File: config.mk
export PLATFORM = sky130hd
export DESIGN_NAME = p2s_serial
export DESIGN_NICKNAME = d
export VERILOG_FILES = /design/src/rtl/p2s_serial.sv
export SDC_FILE = /design/constraint.sdc
export NUM_CORES = 1
export LEC_CHECK = 0
export ABC_AREA = 1
export BUFFER_PORTS_ARGS = -buffer_cell sky130_fd_sc_hd__buf_2
export CAP_MARGIN = 20
export CORE_ASPECT_RATIO = 0.6
export CORE_MARGIN = 2
export CORE_UTILIZATION = 56
export CTS_CLUSTER_DIAMETER = 120
export CTS_CLUSTER_SIZE = 20
export DETAILED_ROUTE_END_ITERATION = 10
export GPL_ROUTABILITY_DRIVEN = 0
export PLACE_DENSITY_LB_ADDON = 0.08
export SKIP_LAST_GASP = 1
export SLEW_MARGIN = 10
export SYNTH_ARGS = -nofsm -noshare
export SYNTH_HDL_FRONTEND = slang
export SYNTH_SLANG_ARGS = --single-unit
File: constraint.sdc
create_clock -name clk -period 2.7 [get_ports clk]
set_clock_uncertainty 0.05 [all_clocks]
set_input_delay 0.405 -clock clk [delete_from_list [all_inputs] [get_ports clk]]
set_output_delay 0.405 -clock clk [all_outputs]
set_load 0.02 [all_outputs]
File: src/rtl/p2s_serial.sv
// Parallel-to-serial frame transmitter: captures a word on a start edge and shifts it out
// on sout with a divided serial clock, then strobes en/done for the external latch.
module p2s_serial #(
    parameter int DATA_BITS    = 64,
    parameter int DIR          = 1,
    parameter int CLK_DIV      = 1,
    parameter int CLR_ON_START = 0
) (
    input  logic                 clk,
    input  logic                 rst,
    input  logic                 start,
    input  logic [DATA_BITS-1:0] pdata,
    output logic                 busy,
    output logic                 done,
    output logic                 sclk,
    output logic                 sclrn,
    output logic                 sout,
    output logic                 en
);

    localparam int BIT_W = $clog2(DATA_BITS + 1);
    localparam int DIV_W = $clog2(CLK_DIV + 1);
    localparam logic [BIT_W-1:0] LAST_BIT = BIT_W'(DATA_BITS - 1);
    localparam logic [DIV_W-1:0] LAST_DIV = DIV_W'(CLK_DIV - 1);

    typedef enum logic [1:0] {
        S_IDLE,
        S_LOAD,
        S_SHIFT,
        S_LATCH
    } state_t;

    state_t               state_q, state_d;
    logic                 start_dly_q;
    logic                 start_edge;
    logic [DATA_BITS-1:0] shreg_q, shreg_d;
    logic [DATA_BITS-1:0] shreg_shift;
    logic [BIT_W-1:0]     bit_cnt_q, bit_cnt_d;
    logic [DIV_W-1:0]     div_cnt_q, div_cnt_d;
    logic                 phase_q, phase_d;   // 0 = sclk low half, 1 = sclk high half
    logic                 busy_q, busy_d;
    logic                 done_q, done_d;
    logic                 en_q, en_d;
    logic                 sclk_q, sclk_d;
    logic                 sclrn_q, sclrn_d;
    logic                 sout_q, sout_d;

    function automatic logic first_bit(input logic [DATA_BITS-1:0] w);
        return (DIR == 1) ? w[0] : w[DATA_BITS-1];
    endfunction

    assign start_edge  = start & ~start_dly_q;
    assign shreg_shift = (DIR == 1) ? (shreg_q >> 1) : (shreg_q << 1);

    // NOTE: every signal assigned here gets a default first, so no path can infer a latch.
    always_comb begin
        state_d   = state_q;
        shreg_d   = shreg_q;
        bit_cnt_d = bit_cnt_q;
        div_cnt_d = div_cnt_q;
        phase_d   = phase_q;
        busy_d    = busy_q;
        done_d    = 1'b0;
        en_d      = 1'b0;
        sclk_d    = sclk_q;
        sclrn_d   = 1'b1;
        sout_d    = sout_q;

        case (state_q)
            S_IDLE: begin
                busy_d    = 1'b0;
                sclk_d    = 1'b1;
                sout_d    = 1'b0;
                bit_cnt_d = '0;
                div_cnt_d = '0;
                phase_d   = 1'b0;
                if (start_edge) begin
                    state_d = S_LOAD;
                    shreg_d = pdata;
                    busy_d  = 1'b1;
                    sout_d  = first_bit(pdata);
                    sclrn_d = (CLR_ON_START == 1) ? 1'b0 : 1'b1;
                end
            end

            S_LOAD: begin
                state_d   = S_SHIFT;
                sclk_d    = 1'b0;
                bit_cnt_d = '0;
                div_cnt_d = '0;
                phase_d   = 1'b0;
            end

            S_SHIFT: begin
                if (div_cnt_q != LAST_DIV) begin
                    div_cnt_d = div_cnt_q + 1'b1;
                end else begin
                    div_cnt_d = '0;
                    if (!phase_q) begin
                        phase_d = 1'b1;
                        sclk_d  = 1'b1;
                    end else if (bit_cnt_q == LAST_BIT) begin
                        // Last high phase done: the latch cycle follows with sclk parked high.
                        state_d   = S_LATCH;
                        done_d    = 1'b1;
                        en_d      = 1'b1;
                        sclk_d    = 1'b1;
                        sout_d    = 1'b0;
                        bit_cnt_d = '0;
                        phase_d   = 1'b0;
                    end else begin
                        bit_cnt_d = bit_cnt_q + 1'b1;
                        shreg_d   = shreg_shift;
                        sout_d    = first_bit(shreg_shift);
                        phase_d   = 1'b0;
                        sclk_d    = 1'b0;
                    end
                end
            end

            S_LATCH: begin
                state_d = S_IDLE;
                busy_d  = 1'b0;
                sclk_d  = 1'b1;
                sout_d  = 1'b0;
            end

            default: begin
                state_d = S_IDLE;
            end
        endcase
    end

    // NOTE: state uses non-blocking assignments so every flop samples pre-edge values.
    always_ff @(posedge clk or posedge rst) begin
        if (rst) begin
            state_q     <= S_IDLE;
            start_dly_q <= 1'b0;
            shreg_q     <= '0;
            bit_cnt_q   <= '0;
            div_cnt_q   <= '0;
            phase_q     <= 1'b0;
            busy_q      <= 1'b0;
            done_q      <= 1'b0;
            en_q        <= 1'b0;
            sclk_q      <= 1'b1;
            sclrn_q     <= 1'b1;
            sout_q      <= 1'b0;
        end else begin
            state_q     <= state_d;
            start_dly_q <= start;
            shreg_q     <= shreg_d;
            bit_cnt_q   <= bit_cnt_d;
            div_cnt_q   <= div_cnt_d;
            phase_q     <= phase_d;
            busy_q      <= busy_d;
            done_q      <= done_d;
            en_q        <= en_d;
            sclk_q      <= sclk_d;
            sclrn_q     <= sclrn_d;
            sout_q      <= sout_d;
        end
    end

    assign busy  = busy_q;
    assign done  = done_q;
    assign en    = en_q;
    assign sclk  = sclk_q;
    assign sclrn = sclrn_q;
    assign sout  = sout_q;

endmodule
==> impl_metrics.ini <==
[run_status]
outcome = complete, no violations

[timing]
max-slew-margin-rel_pct = 52.6
min_period_ns = 2.17
finalSetupTns_ns = 0
setup-violations-final = 0
whs_ns = 0.0794
hold_viol_final = 0
tightest_slew_ns = 0.711
worst_slack_ns = 0.532
slew_violations = 0
grt_setup_unrepaired = no
max_freq_mhz = 461
period_share_pct = 80.3

[yosys]
synth_ff_type = dfrtp_1
ys_ff_latch = 78
synth_compound_area_share_pct = 1.80
syn_inst = 568
synth_edf_count = 0
synth_cell_types = 27
synth_mux_area_share_pct = 0
synthAdderAreaFrac_pct = 2.10
synth_nets = 642
synth-simple-area-share_pct = 40.7
syn_area_um2 = 4160
yosysSeqAreaShare_pct = 46.9
ys_warn_count = 0
synth_top_family_by_area = simple AND/OR/NAND/NOR gates
async_flop_share_pct = 100
synth_xor_area_share_pct = 0.631
avgSynthCellArea_um2 = 7.33

[clocking]
cts_hold_buf = 0
clk_pin_slew_ns = 0.06
clock_sinks = 78
post_cts_resize_count = 0
clk_path_buf_depth = 2
cts_made_buffers = 9
insertion_delay_ns = 0.33
cts_tree = built
cts_setup_buffers = 0
cts-htree-levels = 3
clockRootBuffer = clkbuf_16

[floorplanning]
io_pins = 73
core_um2 = 7240
die-width_um = 115
rows = 24
fp.dieArea_um2 = 8160
start_util_pct = 57.5
die_height_um = 70.8

[detailed_routing]
drc = 0
drt-wirelength-per-cell_um = 12.5
avgViaCountPerCell = 4.91
wl_met2_mm = 4.02
wl_met1_mm = 4.55
top_layer = met4
drt-pass1-iter-count = 5
drt_iter0_markers = 372
via_count = 3578
wl_met3_um = 469
wl_mm = 9.09
ant_nets = 0

[pwr]
power_leakage_nw = 2.74
peakVddDrop_v = 0.000891
p_int_mw = 3.23
powerDensity_nw_per_um2 = 1200
switchingPower_mw = 2.44
p_clk_share_pct = 20.9
pwr-share-seq_pct = 34.8
switching_share_pct = 43.0
pwr-share-comb_pct = 44.3

[finish]
fin_nets = 695
stdcell_area_um2 = 4740
area_delta_synth_final_pct = 13.9
diodes = 0
drive_above_1_share_pct = 16.6

[global_routing]
grt_pass1_wl_mm = 15.4
grtUsageTotal_pct = 24.0
grt_max_degree = 65
antenna_found_initial = 0
grt.overflow.total = 0
grt_pass1_vias = 3325

[placed_design]
pre_cts_ws_ns = 0.540
dpl.hpwl_mm = 5.66
placed_area_um2 = 4450
io_buffers = 71

[critical_path]
max_stage_delay_ns = 0.56
cpMostUsedCell = buf_4
cp_data_arrival_time_ns = 2.39
timing.rr.start = state_q[0]$_DFFE_PP0P_
cp_slowest_cell = buf_4
end_kind = flop
crit_chain = inv_1 > ha_2 > buf_4 > nand3_2 > buf_4 > nand3_1 > nand2_1
critPathLaunch = state_q[0]$_DFFE_PP0P_
crit_type = flop to flop
crit_required_ns = 2.92
cp_max_fo = 64
crit_path_start_kind = flop

[worst_hold_path]
min_path_type = primary input to asynchronous set/reset pin

[job]
cap_violations = 0
==> layout make-up <==
class	count	area, um2
repair buffers	78	420
flip-flops and latches	78	1950
well taps	104	130
fillers	637	2500
inverters	14	53.8
clock inverters	4	47.5
clock buffers	11	243
multi-input cells	440	1890
==> power by group through the flow <==
stage	Clock, mW	Sequential [mW]	Combinational, mW
6_report	1.19	1.98	2.51
4_1_cts	1.22	1.97	2.55
3_5_place_dp	0	1.98	2.54
3_3_place_gp	0	1.97	2.45
2_1_floorplan	0	1.94	2.15
5_1_grt	1.26	2.03	2.90
==> cell families after synthesis <==
logic type	after synthesis
and+or+nand+nor	416
adders and majority gates	7
DFF	78
AOI/OAI and AO/OA	13
other	1
xor gates and xnor gates	3
buffers and inverters	50
==> routing by layer <==
layer  up-vias  track usage, %
li1       1858               -
met1      1632            33.7
met2        84            36.9
met3         4            6.43
met4         0            7.23
met5         -               0
==> through the flow <==
stage | util [%] | power [mW] | cells
global placement | 61.5 | 4.42 | 714
floorplan | - | 4.09 | 568
detailed placement | 61.5 | 4.52 | 714
finish | 65.5 | 5.67 | 729
CTS | 65.5 | 5.73 | 729
global route | 65.5 | 6.20 | 729
==> sequential cells by signal (all words and copies together), names as in the netlist <==
| name | flops |
|---|---|
| shreg_q | 63 |
| bit_cnt_q | 7 |
| state_q | 2 |
| busy | 1 |
| en | 1 |
| phase_q | 1 |
| sclk | 1 |
| sout | 1 |
| start_dly_q | 1 |
==> cell usage in the layout (no fill, tap or decap), drive strengths merged <==
master and n:
bufinv 1, dfrtp 77, a31oi 1, o31ai 1, buf 78, clkbuf 11, inv 13, o21a 1
nand4 3, nand2 335, a21oi 5, nor2 10, conb 1, dfstp 1, clkinvlp 1, o21ai 5
ha 7, nand3b 1, xor2 1, xnor2 2, clkinv 3, nand3 67
==> critical path, delay by kind of cell (launching register included) <==
kind | cells | cell delay (ns)
adder cells (fa/ha/maj) | 1 | 0.23
AND/OR/NAND/NOR | 3 | 0.43
flip-flops | 1 | 0.44
buffers and inverters | 3 | 0.90
==> cell usage after synthesis, types with 2 or more instances <==
master | n | area [um2]
a21oi_1 | 4 | 20.0
buf_2 | 16 | 80.1
buf_4 | 2 | 15.0
buf_6 | 14 | 158
clkbuf_1 | 4 | 15.0
dfrtp_1 | 77 | 1930
ha_1 | 7 | 87.6
inv_1 | 14 | 52.6
nand2_1 | 332 | 1250
nand2_2 | 2 | 12.5
nand3_1 | 66 | 330
nand4_1 | 3 | 18.8
nor2_1 | 7 | 26.3
nor2_2 | 2 | 12.5
o21ai_0 | 5 | 25.0
xnor2_1 | 2 | 17.5
==> path summary, 6_finish.rpt <==
path                       slack (ns)                  endpoint  cells after the start
min reg2reg                      0.42    shreg_q[8]$_DFFE_PP0P_                      2
max                              0.53   shreg_q[42]$_DFFE_PP0P_                      7
min in group clk                 0.16     start_dly_q$_DFF_PP0_                      1
max reg2reg                      0.53   shreg_q[42]$_DFFE_PP0P_                      7
min                              0.08   shreg_q[43]$_DFFE_PP0P_                      2
max in group asynchronous        1.87  bit_cnt_q[6]$_DFFE_PP0P_                      3
Note: power is estimated with default switching activity, not from simulation.
